File: src/rtl/cv32e40x_pkg.sv
// cv32e40x_pkg: shared types and constants for the Zbb count datapath.
// Contents:
//   cnt_op_e - count operation select (CPOP, CTZ, CLZ; 2'b11 is reserved)
//   CNT_W    - width of a raw population count (0..32 needs 6 bits)
package cv32e40x_pkg;

    typedef enum logic [1:0] {
        CNT_CPOP = 2'b00,
        CNT_CTZ  = 2'b01,
        CNT_CLZ  = 2'b10
    } cnt_op_e;

    localparam int CNT_W = 6;

endpackage

File: src/rtl/cv32e40x_alu_b_cnt_prep.sv
// cv32e40x_alu_b_cnt_prep: turns a count op and operand into a mask whose popcount is the answer.
// Ports:
//   op_i      in  [1:0]  cnt_op_e encoding, 2'b11 reserved
//   operand_i in  [31:0] source operand
//   mask_o    out [31:0] mask to be population-counted
module cv32e40x_alu_b_cnt_prep
    import cv32e40x_pkg::*;
(
    input  logic [1:0]  op_i,
    input  logic [31:0] operand_i,
    output logic [31:0] mask_o
);

    logic [31:0] rev;
    logic [31:0] x;

    always_comb begin
        rev = '0;
        for (int i = 0; i < 32; i++) rev[i] = operand_i[31-i];
    end

    // CLZ is CTZ of the bit-reversed operand; ~x & (x-1) keeps only the trailing zeros
    assign x      = (op_i == CNT_CLZ) ? rev : operand_i;
    assign mask_o = (op_i == CNT_CPOP) ? operand_i :
                    (op_i == CNT_CTZ || op_i == CNT_CLZ) ? (~x & (x - 32'd1)) : '0;

endmodule

File: src/rtl/cv32e40x_alu_b_cpop.sv
// cv32e40x_alu_b_cpop: 32-bit population count.
// Ports:
//   in_i     in  [31:0]      value to count
//   result_o out [CNT_W-1:0] number of set bits, 0..32
module cv32e40x_alu_b_cpop
    import cv32e40x_pkg::*;
(
    input  logic [31:0]      in_i,
    output logic [CNT_W-1:0] result_o
);

    always_comb begin
        result_o = '0;
        for (int i = 0; i < 32; i++) result_o = result_o + {{(CNT_W-1){1'b0}}, in_i[i]};
    end

endmodule

File: src/rtl/cv32e40x_alu_b_cnt_pipe.sv
// cv32e40x_alu_b_cnt_pipe: pipelined CPOP/CTZ/CLZ unit with valid/ready on both sides.
// Ports:
//   clk, rst   clock, asynchronous active-high reset
//   valid_i    request valid          ready_o   request can be accepted
//   op_i       cnt_op_e (11 reserved) operand_i rs1
//   kill_i     flush all in-flight requests, drops a same-cycle request
//   valid_o    result valid           ready_i   consumer accepts result
//   result_o   zero-extended count    busy_o    any stage holds a valid entry
//   zero_o     operand was zero (only with CV32E40X_ALU_B_CNT_ZERO_FLAG_EN)
// REG_OPERAND=1 registers the mask before counting (latency 2); 0 bypasses that stage (latency 1).
module cv32e40x_alu_b_cnt_pipe
    import cv32e40x_pkg::*;
#(
    parameter int REG_OPERAND = 1
) (
    input  logic        clk,
    input  logic        rst,
    input  logic        valid_i,
    output logic        ready_o,
    input  logic [1:0]  op_i,
    input  logic [31:0] operand_i,
    input  logic        kill_i,
    output logic        valid_o,
    input  logic        ready_i,
    output logic [31:0] result_o,
    output logic        busy_o
`ifdef CV32E40X_ALU_B_CNT_ZERO_FLAG_EN
    ,
    output logic        zero_o
`endif
);

    logic [31:0]      mask;
    logic             st_valid;
    logic [31:0]      st_mask;
    logic             s1_busy;
    logic             s2_valid;
    logic             s2_ready;
    logic [31:0]      s2_result;
    logic [CNT_W-1:0] cnt;
`ifdef CV32E40X_ALU_B_CNT_ZERO_FLAG_EN
    logic             st_zero;
    logic             s2_zero;
`endif

    cv32e40x_alu_b_cnt_prep u_prep (
        .op_i      (op_i),
        .operand_i (operand_i),
        .mask_o    (mask)
    );

    assign s2_ready = !s2_valid | ready_i;

    generate
        if (REG_OPERAND != 0) begin : g_s1
            logic        s1_valid;
            logic [31:0] s1_mask;
            logic        s1_ready;
            assign s1_ready = !s1_valid | s2_ready;
            always_ff @(posedge clk or posedge rst) begin
                if (rst) begin
                    s1_valid <= 1'b0;
                    s1_mask  <= '0;
                end else if (kill_i) begin
                    s1_valid <= 1'b0;
                end else if (s1_ready) begin
                    s1_valid <= valid_i;
                    if (valid_i) s1_mask <= mask;
                end
            end
`ifdef CV32E40X_ALU_B_CNT_ZERO_FLAG_EN
            logic s1_zero;
            always_ff @(posedge clk or posedge rst) begin
                if (rst) s1_zero <= 1'b0;
                else if (!kill_i && s1_ready && valid_i) s1_zero <= (operand_i == '0);
            end
            assign st_zero = s1_zero;
`endif
            assign ready_o  = s1_ready;
            assign st_valid = s1_valid;
            assign st_mask  = s1_mask;
            assign s1_busy  = s1_valid;
        end else begin : g_bypass
            assign ready_o  = s2_ready;
            assign st_valid = valid_i;
            assign st_mask  = mask;
            assign s1_busy  = 1'b0;
`ifdef CV32E40X_ALU_B_CNT_ZERO_FLAG_EN
            assign st_zero  = (operand_i == '0);
`endif
        end
    endgenerate

    cv32e40x_alu_b_cpop u_cpop (
        .in_i     (st_mask),
        .result_o (cnt)
    );

    always_ff @(posedge clk or posedge rst) begin
        if (rst) begin
            s2_valid  <= 1'b0;
            s2_result <= '0;
        end else if (kill_i) begin
            s2_valid  <= 1'b0;
        end else if (s2_ready) begin
            s2_valid <= st_valid;
            if (st_valid) s2_result <= {{(32-CNT_W){1'b0}}, cnt};
        end
    end

`ifdef CV32E40X_ALU_B_CNT_ZERO_FLAG_EN
    always_ff @(posedge clk or posedge rst) begin
        if (rst) s2_zero <= 1'b0;
        else if (!kill_i && s2_ready && st_valid) s2_zero <= st_zero;
    end
    assign zero_o = s2_zero;
`endif

    assign valid_o  = s2_valid;
    assign result_o = s2_result;
    assign busy_o   = s1_busy | s2_valid;

endmodule

File: config.mk
export PLATFORM = sky130hd
export DESIGN_NAME = cv32e40x_alu_b_cnt_pipe
export DESIGN_NICKNAME = d
export VERILOG_FILES = /design/src/rtl/cv32e40x_pkg.sv /design/src/rtl/cv32e40x_alu_b_cnt_prep.sv /design/src/rtl/cv32e40x_alu_b_cpop.sv /design/src/rtl/cv32e40x_alu_b_cnt_pipe.sv
export SDC_FILE = /design/constraint.sdc
export NUM_CORES = 1
export LEC_CHECK = 0
export CAP_MARGIN = 0
export CORE_MARGIN = 4
export CORE_UTILIZATION = 45
export DETAILED_ROUTE_END_ITERATION = 6
export PLACE_DENSITY_LB_ADDON = 0.05
export SYNTH_ARGS = -nofsm -noshare
export SYNTH_HDL_FRONTEND = slang
export SYNTH_HIERARCHICAL = 1
export SYNTH_SLANG_ARGS = --single-unit
File: constraint.sdc
create_clock -name clk -period 6.6 [get_ports clk]
set_input_delay 0.99 -clock clk [delete_from_list [all_inputs] [get_ports clk]]
set_output_delay 0.99 -clock clk [all_outputs]
set_load 0.01 [all_outputs]
Yosys cells after proc, flatten, opt, wreduce, memory -nomap -nowiden
Index checks and enable logic that the tools add are counted.

word-level totals
  bits in registers = 40
  output and inout bits = 35
  word-level logic and storage cells = 59

operators by class
  mux-type cells = 7
  equality and inequality tests = 2
  add/sub/neg operators = 32
  bitwise operators = 6
  reductions and logical operators = 8

operator list
  cell                                                number
  adder 6 x 1 -> 6 bit                                30
  2-to-1 mux 32 bit                                   3
  bitwise AND 32 bit                                  1
  inverter 32 bit                                     1
  subtractor 32 x 1 -> 32 bit, second input constant  1
  AND reduction 3 bit                                 2
  2-to-1 mux 1 bit                                    4
  nonzero test 2 bit                                  2
  bitwise OR 1 bit                                    3
  adder 1 x 1 -> 2 bit                                1
  == test 2 x 1 -> 1 bit, second input constant       1
  == test 2 bit, second input constant                1
  logical NOT 1 bit                                   2
  logical NOT 2 bit                                   1
  logical OR 1 bit                                    1
  inverter 1 bit                                      1

Longest topological paths before layout
  depth in word-level cells = 31
  mapped depth = 17
  gate-level depth less buffers = 17

Modules after synthesis
Netlist, hierarchy kept.

by module, submodules not included
  module                   cells each  times used  seq. area each (µm²)  area each (µm²)
  cv32e40x_alu_b_cnt_pipe  118         1           1001.0                1732.9
  cv32e40x_alu_b_cnt_prep  178         1           0.0                   1014.7
  cv32e40x_alu_b_cpop      73          1           0.0                   758.2

Worst setup path after synthesis
No wires, ideal clock.

  kind = reg2reg
  start point = register g_s1.s1_mask[0]
  end point = register s2_result[4], in the netlist result_o[4]
  path slack = 1.908 ns
  stages on the path, launching flop included = 18
  arrival = 4.568 ns
  setup time = 0.125 ns
  path through = dfrtp_1 -> inv_1 -> fa_1 -> inv_1 -> fa_1 -> fa_1 -> fa_1 -> fa_1 -> inv_1 -> fa_1 -> inv_1 -> ha_1 -> inv_1 -> fa_1 -> nand2b_1 -> a21oi_2 -> xor2_1 -> mux2_2

on the way
  longest elaborated chain between the ends = 31

ends and longest elaborated chain
  item                                 line                            text
  start: declaration                   cv32e40x_alu_b_cnt_pipe.sv:57   logic [31:0] s1_mask;
  start signal: assignment             cv32e40x_alu_b_cnt_pipe.sv:68   if (valid_i) s1_mask <= mask;
  adder 1 x 1 -> 2 bit                 cv32e40x_alu_b_cpop.sv:14       for (int i = 0; i < 32; i++) result_o = result_o + {{(CNT_W-1){1'b0}}, in_i[i]};
  adder 6 x 1 -> 6 bit (30 in series)  cv32e40x_alu_b_cpop.sv:14
  net cnt[4]                           cv32e40x_alu_b_cnt_pipe.sv:40   logic [CNT_W-1:0] cnt;
  end signal: assignment               cv32e40x_alu_b_cnt_pipe.sv:107  if (st_valid) s2_result <= {{(32-CNT_W){1'b0}}, cnt};
  end: declaration                     cv32e40x_alu_b_cnt_pipe.sv:39   logic [31:0] s2_result;

The timed path passes the listed nets, and every way through them passes these cells.
A chain may end at the register's enable or synchronous reset.

Worst setup path in the final report
Ends and elaborated chain as after synthesis.

==> impl_metrics.ini <==
[run_status]
status = completed

[place]
dpl-instance-area_um2 = 3940
portBuffers = 47
globalplace.congestion = 0.885
dp_slack_ns = 1.73
hpwl_mm = 6.21

[cells_and_area]
stdcell_area_um2 = 4040
n_fill_cell = 712
syn_to_final_growth_pct = 15.1
diodes = 0
fin_nets = 483
fin_util_pct = 54.5
layout-drive-gt1-share_pct = 8.27

[setup_path]
end_kind = flop
cp_max_fo = 2
slowest_delay_ns = 0.53
crit_type = reg -> reg
crit_top_cell = fa_1
slowest_stage = fa_1
required_ns = 6.77
critPathBufInv = 5
cp-start-kind = flop
timing.rr.start = g_s1.s1_mask[0]$_DFFE_PP0P_
crit_chain = inv_1 > fa_1 > inv_1 > fa_1 > fa_1 > fa_1 > fa_1 > inv_1 > fa_1 > inv_1 > ha_1 > inv_1 > fa_1 > nand2b_1 > a21oi_2 > xor2_1 > mux2_2
crit_family = adder cells
worstPathArrival_ns = 5.02
crit_path_start = g_s1.s1_mask[0]$_DFFE_PP0P_

[floorplanning]
dieArea_um2 = 9270
row_count = 31
fp.dieW_um = 96.3
fp.dieH_um = 96.3
io_pins = 74
coreArea_um2 = 7410
start_util_pct = 47.3

[synth]
synth_area_um2 = 3510
synth_flop_cell = dfrtp_1
syn_inst = 369
ys_types = 49
ys_async_sr_fraction_pct = 100
yosys_warnings = 6
avgSynthCellArea_um2 = 9.50
ys_ff_latch = 40
synth_edf_count = 0
seq_area_frac_synth_pct = 28.6

[clocking]
clk_latency_ns = 0.29
htreeDepth = 2
cts_setup_buffers = 0
clockBufferDepth = 2
cts_buffers = 5
root_buffer = clkbuf_8
path_clk_slew_ns = 0.08
cts_tree = done
cts_resized = 0
cts.sinks = 40
hold_buffers = 0

[global_routing]
grt_pass1_wl_mm = 12.6
grt_pass1_vias = 2552
grt_start_max_net_pins = 41
grt_usage_pct = 18.0
globalRouteOverflowTotal = 0
antenna_found_initial = 0

[detailed_routing]
wl_per_cell_um = 15.2
drt_first_pass_iters = 4
drc_errors = 0
wl_mm = 7.76
drt.antenna.violating_nets = 0
drtIter0Drc = 121
via_count = 2624
routed_via_density = 5.15

[power_and_ir_drop]
p_leak_nw = 1.88
p_per_area_nw_per_um2 = 268
p_switching_w = 0.000429
p_int_w = 0.000654
power_frac_seq_pct = 27.4
peakVddDrop_v = 0.000175
switching_share_pct = 39.6
clkPwrFrac_pct = 15.6
p_comb_share_pct = 57.0

[timing]
maxSlewHeadroom_pct = 23.2
setup_viol = 0
timing.fmax_mhz = 206
timing_max_transition_violations_final = 0
fin_skew_ns = 0.00823
fin_hold_ws_ns = 0.497
finalSetupTns_ns = 0
setup_ws_ns = 1.76
report.final.hold_viol_count = 0
post-route-period-util_pct = 73.4
rsz0062_at_grt = false
worst_pin_slew_ns = 1.15
min_period_ns = 4.84

[job]
drv_cap = 0

[min_path]
hp-start = g_s1.s1_mask[4]$_DFFE_PP0P_
min_path_type = reg -> reg
[path summary, 6_finish.rpt]
path | endpoint | slack (ns) | depth (start not counted)
worst min register to register | g_s1.s1_mask[4]$_DFFE_PP0P_ | 0.50 | 1
worst max-delay path | result_o[4]$_DFFE_PP0P_ | 1.76 | 17
min in group asynchronous | g_s1.s1_mask[5]$_DFFE_PP0P_ | 1.11 | 3
worst min-delay path | g_s1.s1_mask[4]$_DFFE_PP0P_ | 0.50 | 1
max in group asynchronous | g_s1.s1_mask[14]$_DFFE_PP0P_ | 5.14 | 3
worst max register to register | result_o[4]$_DFFE_PP0P_ | 1.76 | 17
[power groups by stage]
stage                     sequential [W]  clock (W)  combinational [W]
after CTS                       0.000298   0.000178           0.000632
after global placement          0.000301          0           0.000626
after global routing            0.000302   0.000193           0.000727
final                           0.000297   0.000169           0.000618
after floorplan                 0.000303          0           0.000460
after detailed placement        0.000302          0           0.000622
[synthesized netlist by cell type (all sizes together), types with 2 or more instances]
library cell  instances  area [um^2]
a211oi                2         15.0
ha                   10          125
nor3                 11         55.1
fa                   24          480
or4b                  2         20.0
nand2b                2         12.5
nor4b                 5         43.8
mux2i                 5         50.1
nor4                  6         37.5
o21ai                24          120
mux2                 43          484
inv                  34          128
nor2                 21         78.8
a21o                  3         22.5
nand2                45          169
nor2b                 6         37.5
xnor2                 2         17.5
a21oi                13         72.6
clkbuf                9         33.8
nor3b                 4         41.3
or3                   2         17.5
or2                   3         18.8
nand3                 2         10.0
o31ai                 2         28.8
o22ai                 4         25.0
buf                  31          236
dfrtp                40         1000
nand3b                3         38.8
[kinds of logic (layout without fill, tap and decap cells)]
kind of cell	after synthesis	count (layout)	share of synthesized area, %
compound gates	54	54	9.53
other cells	1	26	0.107
buf+inv	74	91	11.3
simple gates	115	115	17.2
xor+xnor	3	3	0.750
flops	40	40	28.6
fa+ha+maj	34	34	17.3
mux	48	48	15.2
[worst register-to-register path, stage by stage, from the launching register on]
cell and delay, ns:
dfrtp_1 0.35, inv_1 0.06, fa_1 0.52, inv_1 0.05, fa_1 0.53, fa_1 0.44, fa_1 0.49, fa_1 0.52
inv_1 0.05, fa_1 0.42, inv_1 0.07, ha_1 0.16, inv_1 0.05, fa_1 0.39, nand2b_1 0.17, a21oi_2 0.13
xor2_1 0.07, mux2_2 0.26
[state kept, by name, indices dropped and copies added, names as in the netlist]
register / cells
g_s1.s1_mask: 32
g_s1.s1_valid: 1
result_o: 6
valid_o: 1
[cells in the final DEF (no fill, tap or decap), drive strengths merged, types with 3 or more instances in the layout]
cell / synthesis / final
a21oi: 13 / 13
nor4b: 5 / 5
nor3: 11 / 11
fa: 24 / 24
a21o: 3 / 3
clkdlybuf4s50: 0 / 47
nand2: 45 / 45
nor2: 21 / 21
or2: 3 / 3
conb: 1 / 26
dfrtp: 40 / 40
mux2: 43 / 43
o22ai: 4 / 4
o21ai: 24 / 24
mux2i: 5 / 5
ha: 10 / 10
nor2b: 6 / 6
nor3b: 4 / 4
inv: 34 / 34
nand3b: 3 / 3
clkbuf: 9 / 6
nor4: 6 / 6
[metrics by stage]
step,power (W),std cells
after floorplan,0.000764,394
after global placement,0.000927,502
after detailed placement,0.000924,502
after CTS,0.00111,510
after global routing,0.00122,510
final,0.00108,510
[metal layers]
layer | wire length [um] | vias up | global-route usage, %
met1 | 3580 | 1262 | 25.8
met2 | 3680 | 74 | 27.7
li1 | - | 1280 | -
met4 | 97 | 0 | 4.62
met3 | 404 | 8 | 3.75
met5 | 0 | - | 0
[layout make-up]
cell class | count | area, um^2 | share of cell area, %
Tap cell | 99 | 124 | 3.07
Clock buffer | 6 | 82.6 | 2.05
Multi-Input combinational cell | 280 | 2200 | 54.5
Sequential cell | 40 | 1000 | 24.8
Timing Repair Buffer | 49 | 485 | 12.0
Clock inverter | 2 | 15.0 | 0.372
Inverter | 34 | 128 | 3.16
Power figures use the tool's default switching activity.
